--- src/rtl/phy_pkg.sv ---
// Shared types and constants for the channel frame reader: header format,
// FSM states and channel geometry.
package phy_pkg;

   localparam int         NUM_VCHN = 4;
   localparam int         ADDR_W   = 8;
   localparam int         DATA_W   = 32;
   localparam logic [7:0] HDR_TAG  = 8'hA0;

   typedef enum logic [1:0] {
      IDLE,
      HDR,
      DATA,
      DRAIN
   } state_t;

   // True when any channel numbered above vchn has a non-zero word count.
   function automatic logic later_nonzero(input logic [NUM_VCHN-1:0] nz,
                                          input logic [1:0]          vchn);
      logic found;
      found = 1'b0;
      for (int i = 0; i < NUM_VCHN; i++) begin
         if (i > int'(vchn)) found = found | nz[i];
      end
      return found;
   endfunction

   function automatic logic [DATA_W-1:0] header_word(input logic [1:0] vchn,
                                                     input logic [7:0] seq,
                                                     input logic [7:0] count);
      return {HDR_TAG + {6'd0, vchn}, 8'h00, seq, count};
   endfunction

endpackage

--- src/rtl/phy_skid_fifo.sv ---
// Small synchronous FIFO with a registered output stage; an empty FIFO lets a
// pushed word fall straight into the output register.
module phy_skid_fifo #(
   parameter  int WIDTH = 34,
   parameter  int DEPTH = 4,
   localparam int PTR_W = (DEPTH > 1) ? $clog2(DEPTH) : 1,
   localparam int CNT_W = $clog2(DEPTH + 1)
) (
   input  logic             clk,
   input  logic             rst_n,
   input  logic             push,
   input  logic [WIDTH-1:0] din,
   input  logic             rdy,
   output logic             vld,
   output logic [WIDTH-1:0] dout,
   output logic [CNT_W-1:0] count
);

   logic [WIDTH-1:0] mem [DEPTH];
   logic [PTR_W-1:0] wr_ptr_reg, wr_ptr_next;
   logic [PTR_W-1:0] rd_ptr_reg, rd_ptr_next;
   logic [CNT_W-1:0] mem_count_reg, mem_count_next;
   logic             out_vld_reg, out_vld_next;
   logic [WIDTH-1:0] out_data_reg;
   logic             pop, load_out, bypass, mem_wr, mem_rd;

   function automatic logic [PTR_W-1:0] ptr_inc(input logic [PTR_W-1:0] p);
      return (p == PTR_W'(DEPTH - 1)) ? '0 : p + 1'b1;
   endfunction

   always_comb begin
      pop            = out_vld_reg && rdy;
      load_out       = !out_vld_reg || pop;
      mem_rd         = load_out && (mem_count_reg != '0);
      bypass         = load_out && (mem_count_reg == '0) && push;
      mem_wr         = push && !bypass;
      wr_ptr_next    = mem_wr ? ptr_inc(wr_ptr_reg) : wr_ptr_reg;
      rd_ptr_next    = mem_rd ? ptr_inc(rd_ptr_reg) : rd_ptr_reg;
      mem_count_next = mem_count_reg + CNT_W'(mem_wr) - CNT_W'(mem_rd);
      // A non-empty store always refills the output stage, so this covers both sources.
      out_vld_next   = load_out ? (mem_rd || push) : out_vld_reg;
   end

   always_ff @(posedge clk) begin
      if (mem_wr) mem[wr_ptr_reg] <= din;
   end

   always_ff @(posedge clk) begin
      if (!rst_n) begin
         wr_ptr_reg    <= '0;
         rd_ptr_reg    <= '0;
         mem_count_reg <= '0;
         out_vld_reg   <= 1'b0;
         out_data_reg  <= '0;
      end else begin
         wr_ptr_reg    <= wr_ptr_next;
         rd_ptr_reg    <= rd_ptr_next;
         mem_count_reg <= mem_count_next;
         out_vld_reg   <= out_vld_next;
         if (mem_rd)      out_data_reg <= mem[rd_ptr_reg];
         else if (bypass) out_data_reg <= din;
      end
   end

   assign vld   = out_vld_reg;
   assign dout  = out_data_reg;
   assign count = mem_count_reg + CNT_W'(out_vld_reg);

endmodule

--- src/rtl/phy_frame_reader.sv ---
// Drains one frozen channel-buffer frame (4 headers, then payload of vchn 0..3)
// into a single valid/ready word stream, hiding RAM read latency behind a skid FIFO.
module phy_frame_reader
   import phy_pkg::*;
#(
   parameter int RD_LAT     = 2,
   parameter int FIFO_DEPTH = 4
) (
   input  logic              clk,
   input  logic              rst_n,
   input  logic              i_start,
   input  logic [15:0]       i_out_size,
   output logic [1:0]        o_rd_vchn,
   output logic [ADDR_W-1:0] o_rd_addr,
   input  logic [7:0]        i_data_count,
   input  logic [DATA_W-1:0] i_rd_data,
   output logic [DATA_W-1:0] o_data,
   output logic              o_vld,
   input  logic              i_rdy,
   output logic              o_sop,
   output logic              o_eop,
   output logic              o_busy,
   output logic              o_overrun,
   output logic              o_len_err
);

   localparam int CNT_W  = $clog2(FIFO_DEPTH + 1);
   localparam int FIFO_W = DATA_W + 2;

   state_t              state_reg, state_next;
   logic [1:0]          vchn_reg, vchn_next;
   logic [ADDR_W-1:0]   addr_reg, addr_next;
   logic [15:0]         out_size_reg;
   logic [15:0]         pop_count_reg;
   logic [7:0]          frame_seq_reg;
   logic [NUM_VCHN-1:0] nz_reg;
   logic                len_err_reg;
   logic                overrun_reg;
   logic [RD_LAT-1:0]   pipe_vld_reg;
   logic [RD_LAT-1:0]   pipe_eop_reg;

   logic [CNT_W-1:0]    fifo_count;
   logic                fifo_push, fifo_vld, fifo_pop, fifo_eop;
   logic [FIFO_W-1:0]   fifo_din, fifo_dout;
   logic [15:0]         inflight, occupancy;
   logic                credit, last_addr;
   logic                hdr_push, hdr_sop, hdr_eop;
   logic                rd_issue, rd_eop;
   logic                start_accept, frame_done;
   logic [DATA_W-1:0]   hdr_word;

   always_comb begin
      inflight = '0;
      for (int i = 0; i < RD_LAT; i++) inflight = inflight + 16'(pipe_vld_reg[i]);
      occupancy = 16'(fifo_count) + inflight;
      credit    = occupancy < 16'(FIFO_DEPTH);
      last_addr = ({1'b0, addr_reg} + 9'd1) == {1'b0, i_data_count};
      fifo_pop  = fifo_vld && i_rdy;
      fifo_eop  = fifo_dout[DATA_W];
      hdr_word  = header_word(vchn_reg, frame_seq_reg, i_data_count);
      hdr_sop   = (vchn_reg == 2'd0);
      // Header 3 closes the frame only when no channel carries payload.
      hdr_eop   = (vchn_reg == 2'd3) && (nz_reg[2:0] == 3'b000) && (i_data_count == 8'd0);
   end

   always_comb begin
      state_next   = state_reg;
      vchn_next    = vchn_reg;
      addr_next    = addr_reg;
      hdr_push     = 1'b0;
      rd_issue     = 1'b0;
      rd_eop       = 1'b0;
      start_accept = 1'b0;
      frame_done   = 1'b0;
      case (state_reg)
         IDLE: begin
            if (i_start) begin
               start_accept = 1'b1;
               state_next   = HDR;
               vchn_next    = 2'd0;
               addr_next    = '0;
            end
         end
         HDR: begin
            // Headers bypass the read pipe, so they must not overtake in-flight data.
            if (credit && (inflight == 16'd0)) begin
               hdr_push = 1'b1;
               if (vchn_reg == 2'd3) begin
                  state_next = DATA;
                  vchn_next  = 2'd0;
                  addr_next  = '0;
               end else begin
                  vchn_next = vchn_reg + 2'd1;
               end
            end
         end
         DATA: begin
            if (i_data_count == 8'd0 || credit) begin
               if (i_data_count != 8'd0) begin
                  rd_issue = 1'b1;
                  rd_eop   = last_addr && !later_nonzero(nz_reg, vchn_reg);
               end
               if (i_data_count == 8'd0 || last_addr) begin
                  addr_next = '0;
                  if (vchn_reg == 2'd3) state_next = DRAIN;
                  else                  vchn_next  = vchn_reg + 2'd1;
               end else begin
                  addr_next = addr_reg + 1'b1;
               end
            end
         end
         DRAIN: begin
            // Leave on the edge of the final transfer so busy drops right after it.
            if ((inflight == 16'd0) &&
                ((fifo_count == '0) || ((fifo_count == CNT_W'(1)) && fifo_pop))) begin
               state_next = IDLE;
               frame_done = 1'b1;
            end
         end
         default: state_next = IDLE;
      endcase
   end

   assign fifo_push = hdr_push || pipe_vld_reg[RD_LAT-1];
   assign fifo_din  = hdr_push ? {hdr_sop, hdr_eop, hdr_word}
                               : {1'b0, pipe_eop_reg[RD_LAT-1], i_rd_data};

   always_ff @(posedge clk) begin
      if (!rst_n) begin
         state_reg     <= IDLE;
         vchn_reg      <= 2'd0;
         addr_reg      <= '0;
         out_size_reg  <= '0;
         pop_count_reg <= '0;
         frame_seq_reg <= '0;
         nz_reg        <= '0;
         len_err_reg   <= 1'b0;
         overrun_reg   <= 1'b0;
         pipe_vld_reg  <= '0;
         pipe_eop_reg  <= '0;
      end else begin
         state_reg   <= state_next;
         vchn_reg    <= vchn_next;
         addr_reg    <= addr_next;
         overrun_reg <= i_start && (state_reg != IDLE);
         if (start_accept) begin
            out_size_reg  <= i_out_size;
            pop_count_reg <= '0;
            len_err_reg   <= 1'b0;
            nz_reg        <= '0;
         end else begin
            if (fifo_pop) pop_count_reg <= pop_count_reg + 16'd1;
            if (fifo_pop && fifo_eop && ((pop_count_reg + 16'd1) != out_size_reg))
               len_err_reg <= 1'b1;
         end
         if (hdr_push)   nz_reg[vchn_reg] <= (i_data_count != 8'd0);
         if (frame_done) frame_seq_reg    <= frame_seq_reg + 8'd1;
         pipe_vld_reg[0] <= rd_issue;
         pipe_eop_reg[0] <= rd_eop;
         for (int i = 1; i < RD_LAT; i++) begin
            pipe_vld_reg[i] <= pipe_vld_reg[i-1];
            pipe_eop_reg[i] <= pipe_eop_reg[i-1];
         end
      end
   end

   phy_skid_fifo #(
      .WIDTH (FIFO_W),
      .DEPTH (FIFO_DEPTH)
   ) u_fifo (
      .clk   (clk),
      .rst_n (rst_n),
      .push  (fifo_push),
      .din   (fifo_din),
      .rdy   (i_rdy),
      .vld   (fifo_vld),
      .dout  (fifo_dout),
      .count (fifo_count)
   );

   assign o_rd_vchn = vchn_reg;
   assign o_rd_addr = addr_reg;
   assign o_vld     = fifo_vld;
   assign o_data    = fifo_dout[DATA_W-1:0];
   assign o_sop     = fifo_vld && fifo_dout[DATA_W+1];
   assign o_eop     = fifo_vld && fifo_dout[DATA_W];
   assign o_busy    = (state_reg != IDLE);
   assign o_overrun = overrun_reg;
   assign o_len_err = len_err_reg;

endmodule
--- config.mk ---
export PLATFORM = sky130hd
export DESIGN_NAME = phy_frame_reader
export DESIGN_NICKNAME = d
export VERILOG_FILES = /design/src/rtl/phy_pkg.sv /design/src/rtl/phy_skid_fifo.sv /design/src/rtl/phy_frame_reader.sv
export SDC_FILE = /design/constraint.sdc
export NUM_CORES = 1
export LEC_CHECK = 0
export ABC_AREA = 1
export CELL_PAD_IN_SITES_DETAIL_PLACEMENT = 2
export CELL_PAD_IN_SITES_GLOBAL_PLACEMENT = 2
export CORE_MARGIN = 2
export CORE_UTILIZATION = 40
export CTS_BUF_LIST = sky130_fd_sc_hd__clkbuf_2 sky130_fd_sc_hd__clkbuf_4 sky130_fd_sc_hd__clkbuf_8
export CTS_CLUSTER_DIAMETER = 40
export DETAILED_ROUTE_END_ITERATION = 10
export PLACE_DENSITY = 0.92
export SLEW_MARGIN = 5
export SYNTH_ARGS = -nofsm -noshare
export SYNTH_HDL_FRONTEND = slang
export SYNTH_SLANG_ARGS = --single-unit
--- constraint.sdc ---
create_clock -name clk -period 12.2 [get_ports clk]
set_input_delay 1.22 -clock clk [delete_from_list [all_inputs] [get_ports clk]]
set_output_delay 1.22 -clock clk [all_outputs]
set_load 0.005 [all_outputs]
==> results.sh <==
export IMPL_clock_sinks=242
export IMPL_io_buffer_count=107
export IMPL_cts_setup_buffers=0
export IMPL_clock_latency_ps=600
export IMPL_layout_commonest_cell="nand2_1"
export IMPL_cp_top_family="simple AND/OR/NAND/NOR gates"
export IMPL_largest_reg_flops=136
export IMPL_path_cells="ha_1 -> ha_1 -> ha_1 -> nand3_1 -> nand2_1 -> nor3_4 -> inv_4 -> nand2_1 -> o21ai_2 -> nor2_2 -> buf_4"
export IMPL_drive_gt1_share_pct=8.80
export IMPL_relSlewSlack_pct=18.8
export IMPL_finalHoldViolations=0
export IMPL_status="finished, final reports clean"
export IMPL_hold_path_class="flip-flop to flip-flop"
export IMPL_final_cell_mix="205 x nand2_1, 146 x nor2_1, 136 x edfxtp_1"
export IMPL_rows=60
export IMPL_routed_top_layer="met4"
export IMPL_vias_per_cell=5.66
export IMPL_cts_buffers=46
export IMPL_slew_viol_final=0
export IMPL_hpwl_mm=24.1
export IMPL_cts_root_buffer="clkbuf_8"
export IMPL_ys_warn_count=0
export IMPL_grt_use_total_pct=29.3
export IMPL_cts_htree_levels=2
export IMPL_worstReg2RegStart="u_fifo.vld"
export IMPL_finalSetupTns_ps=0
export IMPL_path_buf_inv=2
export IMPL_crit_required_ps=12440
export IMPL_finalClockSkew_ps=46.0
export IMPL_grt_pass1_vias=10800
export IMPL_dr_pass1_iters=5
export IMPL_yosys_register_bits=242
export IMPL_cp_common_cell="ha_1"
export IMPL_dr_wl_met2_mm=21.3
export IMPL_startpoint="u_fifo.vld"
export IMPL_criticalPathCategory="flip-flop to flip-flop"
export IMPL_fmax_mhz=203
export IMPL_grt_pass1_wl_mm=64.9
export IMPL_setup_viol=0
export IMPL_cap_violations=0
export IMPL_clkTransAtPathRegs_ps=70
export IMPL_initial_core_util_pct=40.9
export IMPL_overflow=0
export IMPL_antenna_cells=0
export IMPL_p_per_area_mw_per_mm2=243
export IMPL_worstMarginPinSlew_ps=1220
export IMPL_cp_slowest_cell="nor2_2"
export IMPL_fin_nets=1388
export IMPL_rsz0062_at_grt="false"
export IMPL_synth_top_area_share_pct=36.8
export IMPL_die_h_microns=170
export IMPL_route_detailed_drc=0
export IMPL_critPathMaxStageDelay_ps=930
export IMPL_synth_area_sq_mm=0.0111
export IMPL_syn_nets=1309
export IMPL_holdBufCountCts=0
export IMPL_fp_coreArea_sq_mm=0.0271
export IMPL_routedWlPerCell_microns=24.5
export IMPL_regMostFlops="u_fifo.mem"
export IMPL_cp_end_kind="flip-flop"
export IMPL_cts_resized=0
export IMPL_synth_seq_area_share_pct=56.0
export IMPL_grt_max_degree=73
export IMPL_antenna_found_initial=0
export IMPL_num_vias=9697
export IMPL_syn_to_final_growth_pct=19.9
export IMPL_cts_tree="done"
export IMPL_drt_iter0_markers=722
export IMPL_routed_wl_mm=41.9
export IMPL_route_met3_wl_mm=1.89
export IMPL_finalCritPeriodShare_pct=40.5
export IMPL_cp_arrival_ps=5180
export IMPL_final_core_utilization_pct=49.0
export IMPL_ir_worst_vdd_mv=0.120
export IMPL_ys_types=45
export IMPL_crit_path_start_kind="flip-flop"
export IMPL_die_area_sq_mm=0.0291
export IMPL_die_w_microns=170
export IMPL_leakagePower_nw=5.03
export IMPL_routabilityCongestion=0.754
export IMPL_avgSynthCellArea_sq_um=9.06
export IMPL_postRouteAntennaNets=0
export IMPL_worstPathMaxFanout=40
export IMPL_syn_instance_count=1224
export IMPL_met1_length_mm=16.8
export IMPL_yosys_area_top_type="edfxtp_1"
export IMPL_min_period_ps=4940
export IMPL_clk_path_buf_depth=3
export IMPL_ys_top_cells_by_area="edfxtp_1 37%, dfxtp_1 19%, nand2_1 6.9%"
export IMPL_io_pins=108
export IMPL_hold_start="pipe_eop_reg[0]"
metal layers:
metal | GRT usage [%] | up-vias
met5 | 0 | -
met2 | 52.1 | 354
li1 | - | 4305
met4 | 14.7 | 0
met1 | 34.6 | 4907
met3 | 4.44 | 131
power by group:
group / switching (mW) / total (mW) / internal, mW
logic: 0.828 / 1.19 / 0.366
clock network: 0.404 / 0.914 / 0.509
registers: 0.0915 / 1.13 / 1.04
stage by stage:
stage               setup slack, ps  hold WS, ps  power [mW]  cells  cell area [sq um]
detailed placement             7460          414        2.26   1626              12200
CTS                            7230          435        3.25   1712              13300
finish                         7260          435        3.24   1713              13300
floorplan                      8300          390        1.85   1224              11100
global placement               7930          403        2.15   1626              12200
global route                   6950          454        3.41   1713              13300
logic make-up after synthesis:
group,Yosys count,share of synthesized area (%)
buf+inv,200,8.12
xor+xnor,20,1.91
compound gates,309,15.2
simple gates,428,15.9
fa+ha+maj,25,2.89
flops,242,56.0
Yosys cell counts:
library cell / number
xnor3_1: 1
o211a_1: 1
xor3_1: 1
o22ai_1: 25
edfxtp_1: 136
xor2_1: 13
a31oi_1: 25
nor3_4: 1
a21oi_1: 64
nand3b_1: 2
a211oi_1: 1
or2_2: 3
o21a_1: 1
inv_4: 1
o2111ai_1: 1
nand4_1: 16
fa_1: 1
o41ai_1: 1
a31oi_4: 1
nor3b_1: 2
nand3_2: 1
nor4_1: 2
o21ai_0: 131
clkbuf_1: 39
o21bai_1: 3
ha_1: 24
nor2_2: 6
nor3_1: 4
a21o_1: 1
o221ai_1: 7
nand2_1: 205
nand2_2: 2
dfxtp_1: 106
buf_4: 35
o21ai_2: 1
nand3_1: 33
nor2_1: 151
o21ai_1: 43
buf_2: 13
o211ai_1: 3
inv_2: 2
xnor2_1: 4
xnor2_2: 1
clkinv_1: 1
inv_1: 109
area by class of cell:
type | count | area, sq um
clock buffer | 67 | 835
sequential | 242 | 6210
multi-input combinational | 782 | 4000
inverter | 113 | 427
fill | 2872 | 13800
tap | 372 | 465
clock inverter | 19 | 194
timing repair buffer | 118 | 1160
tightest hold or removal path, cell delays in order, from the launching register on:
cell     delay (ps)
dfxtp_1         310
nand2_1          50
inv_1            40
final timing paths:
check,slack [ps],to,cells after the start
setup / recovery,7260,u_fifo.mem[2][31],11
hold / removal,440,pipe_eop_reg[1],2
setup reg to reg,7260,u_fifo.mem[2][31],11
hold reg to reg,440,pipe_eop_reg[1],2
Note: power is estimated with default switching activity, not from simulation.
